===== src/rtl/bus_trace_buffer_pkg.sv =====
// Shared definitions for the bus trace buffer: entry layout, FIFO sizing and capture FSM states.
// Field offsets match the layout the SPI monitor unpacks.
package bus_trace_buffer_pkg;

  localparam int ENTRY_W  = 43;
  localparam int DATA_LSB = 0;
  localparam int ADDR_LSB = 16;
  localparam int LDS_BIT  = 40;
  localparam int UDS_BIT  = 41;
  localparam int WR_BIT   = 42;

  localparam int DEPTH_DEF = 16;
  localparam int PTR_W_DEF = 4;

  typedef enum logic [1:0] {
    ST_IDLE   = 2'd0,
    ST_ACTIVE = 2'd1,
    ST_SAMPLE = 2'd2,
    ST_DONE   = 2'd3
  } capture_state_t;

  function automatic logic [ENTRY_W-1:0] pack_entry(
    input logic        wr,
    input logic        uds,
    input logic        lds,
    input logic [23:0] addr,
    input logic [15:0] data
  );
    logic [ENTRY_W-1:0] e;
    e = '0;
    e[WR_BIT]                 = wr;
    e[UDS_BIT]                = uds;
    e[LDS_BIT]                = lds;
    e[ADDR_LSB +: 24]         = addr;
    e[DATA_LSB +: 16]         = data;
    return e;
  endfunction

endpackage


===== src/rtl/trace_fifo.sv =====
// Synchronous first-word-fall-through FIFO with push, pop, clear and occupancy count.
// The head reads as zero while empty so the output is never stale storage.
module trace_fifo #(
  parameter int W     = 43,
  parameter int DEPTH = 16,
  parameter int PTR_W = 4
) (
  input  logic             clk,
  input  logic             rst,
  input  logic             push,
  input  logic             pop,
  input  logic             clear,
  input  logic [W-1:0]     wdata,
  output logic [W-1:0]     rdata,
  output logic [PTR_W:0]   count,
  output logic             full,
  output logic             empty
);

  logic [W-1:0]     mem [DEPTH];
  logic [PTR_W-1:0] wptr;
  logic [PTR_W-1:0] rptr;
  logic             do_push;
  logic             do_pop;

  assign full    = (count == (PTR_W+1)'(DEPTH));
  assign empty   = (count == '0);
  // A push into a full FIFO succeeds only when the head leaves in the same cycle.
  assign do_push = push & (~full | pop);
  assign do_pop  = pop & ~empty;
  assign rdata   = empty ? '0 : mem[rptr];

  always_ff @(posedge clk) begin
    if (rst) begin
      wptr  <= '0;
      rptr  <= '0;
      count <= '0;
    end else if (clear) begin
      wptr  <= '0;
      rptr  <= '0;
      count <= '0;
    end else begin
      if (do_push) wptr <= wptr + 1'b1;
      if (do_pop)  rptr <= rptr + 1'b1;
      case ({do_push, do_pop})
        2'b10:   count <= count + 1'b1;
        2'b01:   count <= count - 1'b1;
        default: count <= count;
      endcase
    end
  end

  always_ff @(posedge clk) begin
    if (!rst && !clear && do_push) mem[wptr] <= wdata;
  end

endmodule


===== src/rtl/bus_trace_buffer.sv =====
// Captures each completed 68000 bus cycle into a FWFT trace FIFO read by the SPI monitor.
// Valid/ready: an entry is transferred when VALID_OUT and POP_IN are both high on a CPUCLK_IN edge.
module bus_trace_buffer
  import bus_trace_buffer_pkg::*;
#(
  parameter int DEPTH = DEPTH_DEF,
  parameter int PTR_W = PTR_W_DEF
) (
  input  logic                CPUCLK_IN,
  input  logic                RESET_IN,
  input  logic                RUN_IN,
  input  logic                AS_IN,
  input  logic                WR_IN,
  input  logic                UDS_IN,
  input  logic                LDS_IN,
  input  logic                DTACK_IN,
  input  logic [23:0]         ADDR_IN,
  input  logic [15:0]         DATA_IN,
  input  logic                POP_IN,
  input  logic                CLEAR_IN,
  output logic [ENTRY_W-1:0]  ENTRY_OUT,
  output logic                VALID_OUT,
  output logic [PTR_W:0]      COUNT_OUT,
  output logic                OVERFLOW,
  output capture_state_t      state_dbg
);

  capture_state_t     state;
  logic               wr_q;
  logic               uds_q;
  logic               lds_q;
  logic [23:0]        addr_q;
  logic [ENTRY_W-1:0] entry_q;
  logic               push_req;
  logic               fifo_full;
  logic               fifo_empty;

  always_ff @(posedge CPUCLK_IN) begin
    if (RESET_IN) begin
      state    <= ST_IDLE;
      wr_q     <= 1'b0;
      uds_q    <= 1'b0;
      lds_q    <= 1'b0;
      addr_q   <= '0;
      entry_q  <= '0;
      push_req <= 1'b0;
    end else begin
      push_req <= 1'b0;
      case (state)
        ST_IDLE: begin
          if (AS_IN && RUN_IN) state <= ST_ACTIVE;
        end
        ST_ACTIVE: begin
          if (!RUN_IN || !AS_IN) begin
            state <= ST_IDLE;
          end else if (DTACK_IN && (UDS_IN || LDS_IN)) begin
            wr_q   <= WR_IN;
            uds_q  <= UDS_IN;
            lds_q  <= LDS_IN;
            addr_q <= ADDR_IN;
            state  <= ST_SAMPLE;
          end
        end
        ST_SAMPLE: begin
          // Read data settles one clock after DTACK, so the data bus is taken here.
          if (!RUN_IN) begin
            state <= ST_IDLE;
          end else begin
            entry_q  <= pack_entry(wr_q, uds_q, lds_q, addr_q, DATA_IN);
            push_req <= 1'b1;
            state    <= ST_DONE;
          end
        end
        ST_DONE: begin
          if (!RUN_IN || !AS_IN) state <= ST_IDLE;
        end
        default: state <= ST_IDLE;
      endcase
    end
  end

  always_ff @(posedge CPUCLK_IN) begin
    if (RESET_IN || CLEAR_IN) OVERFLOW <= 1'b0;
    else if (push_req && fifo_full && !POP_IN) OVERFLOW <= 1'b1;
  end

  trace_fifo #(
    .W     (ENTRY_W),
    .DEPTH (DEPTH),
    .PTR_W (PTR_W)
  ) u_fifo (
    .clk   (CPUCLK_IN),
    .rst   (RESET_IN),
    .push  (push_req),
    .pop   (POP_IN),
    .clear (CLEAR_IN),
    .wdata (entry_q),
    .rdata (ENTRY_OUT),
    .count (COUNT_OUT),
    .full  (fifo_full),
    .empty (fifo_empty)
  );

  assign VALID_OUT = ~fifo_empty;
  assign state_dbg = state;

endmodule


===== config.mk =====
export PLATFORM = sky130hd
export DESIGN_NAME = bus_trace_buffer
export DESIGN_NICKNAME = d
export VERILOG_FILES = /design/src/rtl/bus_trace_buffer_pkg.sv /design/src/rtl/trace_fifo.sv /design/src/rtl/bus_trace_buffer.sv
export SDC_FILE = /design/constraint.sdc
export NUM_CORES = 1
export LEC_CHECK = 0
export CAP_MARGIN = 5
export CELL_PAD_IN_SITES_DETAIL_PLACEMENT = 0
export CELL_PAD_IN_SITES_GLOBAL_PLACEMENT = 1
export CORE_MARGIN = 4
export CORE_UTILIZATION = 48
export DETAILED_ROUTE_END_ITERATION = 16
export PLACE_DENSITY_LB_ADDON = 0.1
export SLEW_MARGIN = 10
export SYNTH_ARGS = -nofsm -noshare
export SYNTH_HDL_FRONTEND = slang
export SYNTH_SLANG_ARGS = --single-unit

===== constraint.sdc =====
create_clock -name CPUCLK_IN -period 5.3 [get_ports CPUCLK_IN]
set_input_delay 1.06 -clock CPUCLK_IN [delete_from_list [all_inputs] [get_ports CPUCLK_IN]]
set_output_delay 1.06 -clock CPUCLK_IN [all_outputs]
set_load 0.03 [all_outputs]

==> results.ini <==
[placement]
gp_congestion=0.714
place_ws_ns=0.596
dpl_cell_area_mm2=0.0319
dp.final_hpwl_um=34400
io_buffers=101

[cells_and_area]
stdcell_area_mm2=0.0346
final_util_pct=57.1
area_growth_syn_to_layout_pct=16.9
nFillCells=4603
drive_gt1_share_pct=24.3
n_antenna_cell=0
nNetsFinal=1670

[drt]
wire_per_inst_um=26.8
antenna_left=0
firstDrtPassIters=5
drt_wl_total_um=65800
drc_errors=0
vias_per_cell=5.87
first_iter_violations=1164
vias=14400

[clock_network]
cts_buffers=79
cts_tree=built
clock_sinks=779
post_cts_buffers=0
ctsResizeCount=0
clockBufferDepth=3
cts.hold.buffers_added=0
htreeDepth=3
insertion_delay_ns=0.61
root_buffer=clkbuf_16
clk_pin_slew_ns=0.06

[sta]
worst_pin_slew_ns=1.18
layout_worst_path_cycle_share_pct=93.7
setup_tns_ns=0
finalSetupViolCount=0
skew_ns=0.0160
max_freq_ghz=0.201
slew_viol_final=0
hold_violations=0
finalHoldWorstSlack_ns=0.452
postLayoutSetupSlackWorst_ns=0.334
fin_crit_ns=4.97
grt_setup_unrepaired=false
max-slew-margin-rel_pct=21.0

[logic_synthesis]
yosysTopAreaCell=edfxtp_1
synthArstFlopShare_pct=0
yosys_warnings=0
postSynthAreaPerCell_um2=20.2
yosysTopAreaCellShare_pct=69.7
ys_seq_area_share_pct=75.9
netlist_area_mm2=0.0296
synth_area_leaders=edfxtp_1 (70%), mux4_2 (13%), dfxtp_1 (6.1%)
synth_common_cells=edfxtp_1 (688), mux4_2 (172), nand2_1 (92)
ys_ff_latch=779
syn-num-nets=1524
syn_inst=1465
synth_enable_flop_cells=688
ys.flop_type=edfxtp_1
synth.distinct_cells=48
synth_most_common_cell=edfxtp_1

[floorplanning]
coreArea_mm2=0.0607
num_rows=90
fp.dieArea_mm2=0.0658
fp.dieW_um=256
die_y_um=256
ioPinCount=102
start_util_pct=48.8

[pwr]
irDropWorstVdd_uv=231
power.density_mw_per_mm2=356
clock_power_share_pct=46.1
p_switching_mw=2.27
leakage_nw=11.3
seqPwrFrac_pct=53.4
pwr-share-comb_pct=0.5
internal_power_mw=10.1
netSwitchingFraction_pct=18.4

[critical_path]
end_kind=output pin
path_max_fanout=24
critPathRequiredTime_ns=4.24
critical_path.slowest_cell=nor3b_4
reg2reg_from=u_fifo.count[1]
critPathMaxStageDelay_ns=0.73
critPathLaunchType=flip-flop
critPathLaunch=u_fifo.count[2]
crit_type=reg -> out
worstPathCellList=or4_1 > nor2_4 > nor3b_4 > buf_4 > a221o_1 > clkdlybuf4s50_1
arrival_ns=3.91

[grt]
antenna_found_initial=0
grt_max_degree=88
grt_usage_pct=20.1
overflow=0
grt_pass1_vias=15100
grt_pass1_wl_um=98200

[worst_hold_path]
hold_path.class=reg -> reg
hold_start=addr_q[21]

[run_status]
status=complete, no violations

[job]
drv_cap=0

placed cells by master (no fill, tap or decap), types with 6 or more instances in the layout:
master	count
inv_1	6
ha_1	9
buf_4	30
nor2b_1	43
clkinv_2	8
clkinv_1	11
a221o_1	43
bufinv_16	8
clkbuf_1	18
nand3_1	10
nor2_4	14
mux2_2	43
a21oi_1	47
nor2_1	40
edfxtp_1	688
dfxtp_1	88
clkbuf_8	13
buf_12	19
clkbuf_16	83
mux4_2	172
mux2i_1	29
clkdlybuf4s50_1	100
nand2_1	92
state kept, by name, summed over array words and instances, names as in the netlist, named ones only:
name          flops
u_fifo.mem      688
wr_q              1
entry_q          43
push_req          1
state_dbg         2
addr_q           24
uds_q             1
u_fifo.rptr       4
OVERFLOW          1
u_fifo.count      5
u_fifo.wptr       4
lds_q             1
stage by stage:
| step | instances | total power, mW |
|---|---|---|
| global route | 2458 | 12.7 |
| floorplan | 1465 | 6.73 |
| finish | 2458 | 12.3 |
| global placement | 2311 | 6.78 |
| CTS | 2458 | 12.4 |
| detailed placement | 2311 | 6.78 |
cell families after synthesis:
family / Yosys count / share of synthesized area [%]
xor+xnor: 7 / 0.207
mux: 244 / 15.7
fa+ha+maj: 9 / 0.380
simple gates: 226 / 3.60
buf+inv: 91 / 1.44
flops: 779 / 75.9
compound gates: 109 / 2.78
power by group through the flow:
stage | registers, mW | clock network [mW] | logic, mW
final | 6.58 | 5.68 | 0.0666
after global routing | 6.58 | 6.05 | 0.0703
after CTS | 6.58 | 5.80 | 0.0675
after detailed placement | 6.71 | 0 | 0.0673
after global placement | 6.71 | 0 | 0.0668
after floorplan | 6.71 | 0 | 0.0171
area by class of cell:
type | count | area (um2) | share of cell area (%)
Clock inverter | 32 | 360 | 1.04
Multi-Input combinational cell | 596 | 6860 | 19.8
Sequential cell | 779 | 22500 | 64.9
Tap cell | 782 | 978 | 2.82
Inverter | 6 | 22.5 | 0.0650
Timing Repair Buffer | 149 | 1610 | 4.64
Clock buffer | 114 | 2320 | 6.71
critical path, delay by kind of cell, from the launching register on:
| kind | cells | cell delay (ns) |
|---|---|---|
| AOI/OAI and AO/OA | 1 | 0.31 |
| and+or+nand+nor | 3 | 1.24 |
| DFF | 1 | 0.50 |
| buffers and inverters | 2 | 1.24 |
layer usage:
metal	vias to the layer above	part of all wire [%]	GRT usage [%]
met4	0	2.0	5.12
met1	7709	44	29.3
met5	-	0	0
met2	366	49	32.0
li1	6264	-	-
met3	90	5.0	3.46
worst paths after layout:
kind | slack, ns | endpoint | cells after the start
worst max-delay path | 0.33 | ENTRY_OUT[32] | 6
worst min-delay path | 0.45 | entry_q[37] | 2
worst max register to register | 1.99 | u_fifo.count[2] | 10
worst min register to register | 0.45 | entry_q[37] | 2
No activity file was read; power rests on OpenSTA's default activity.
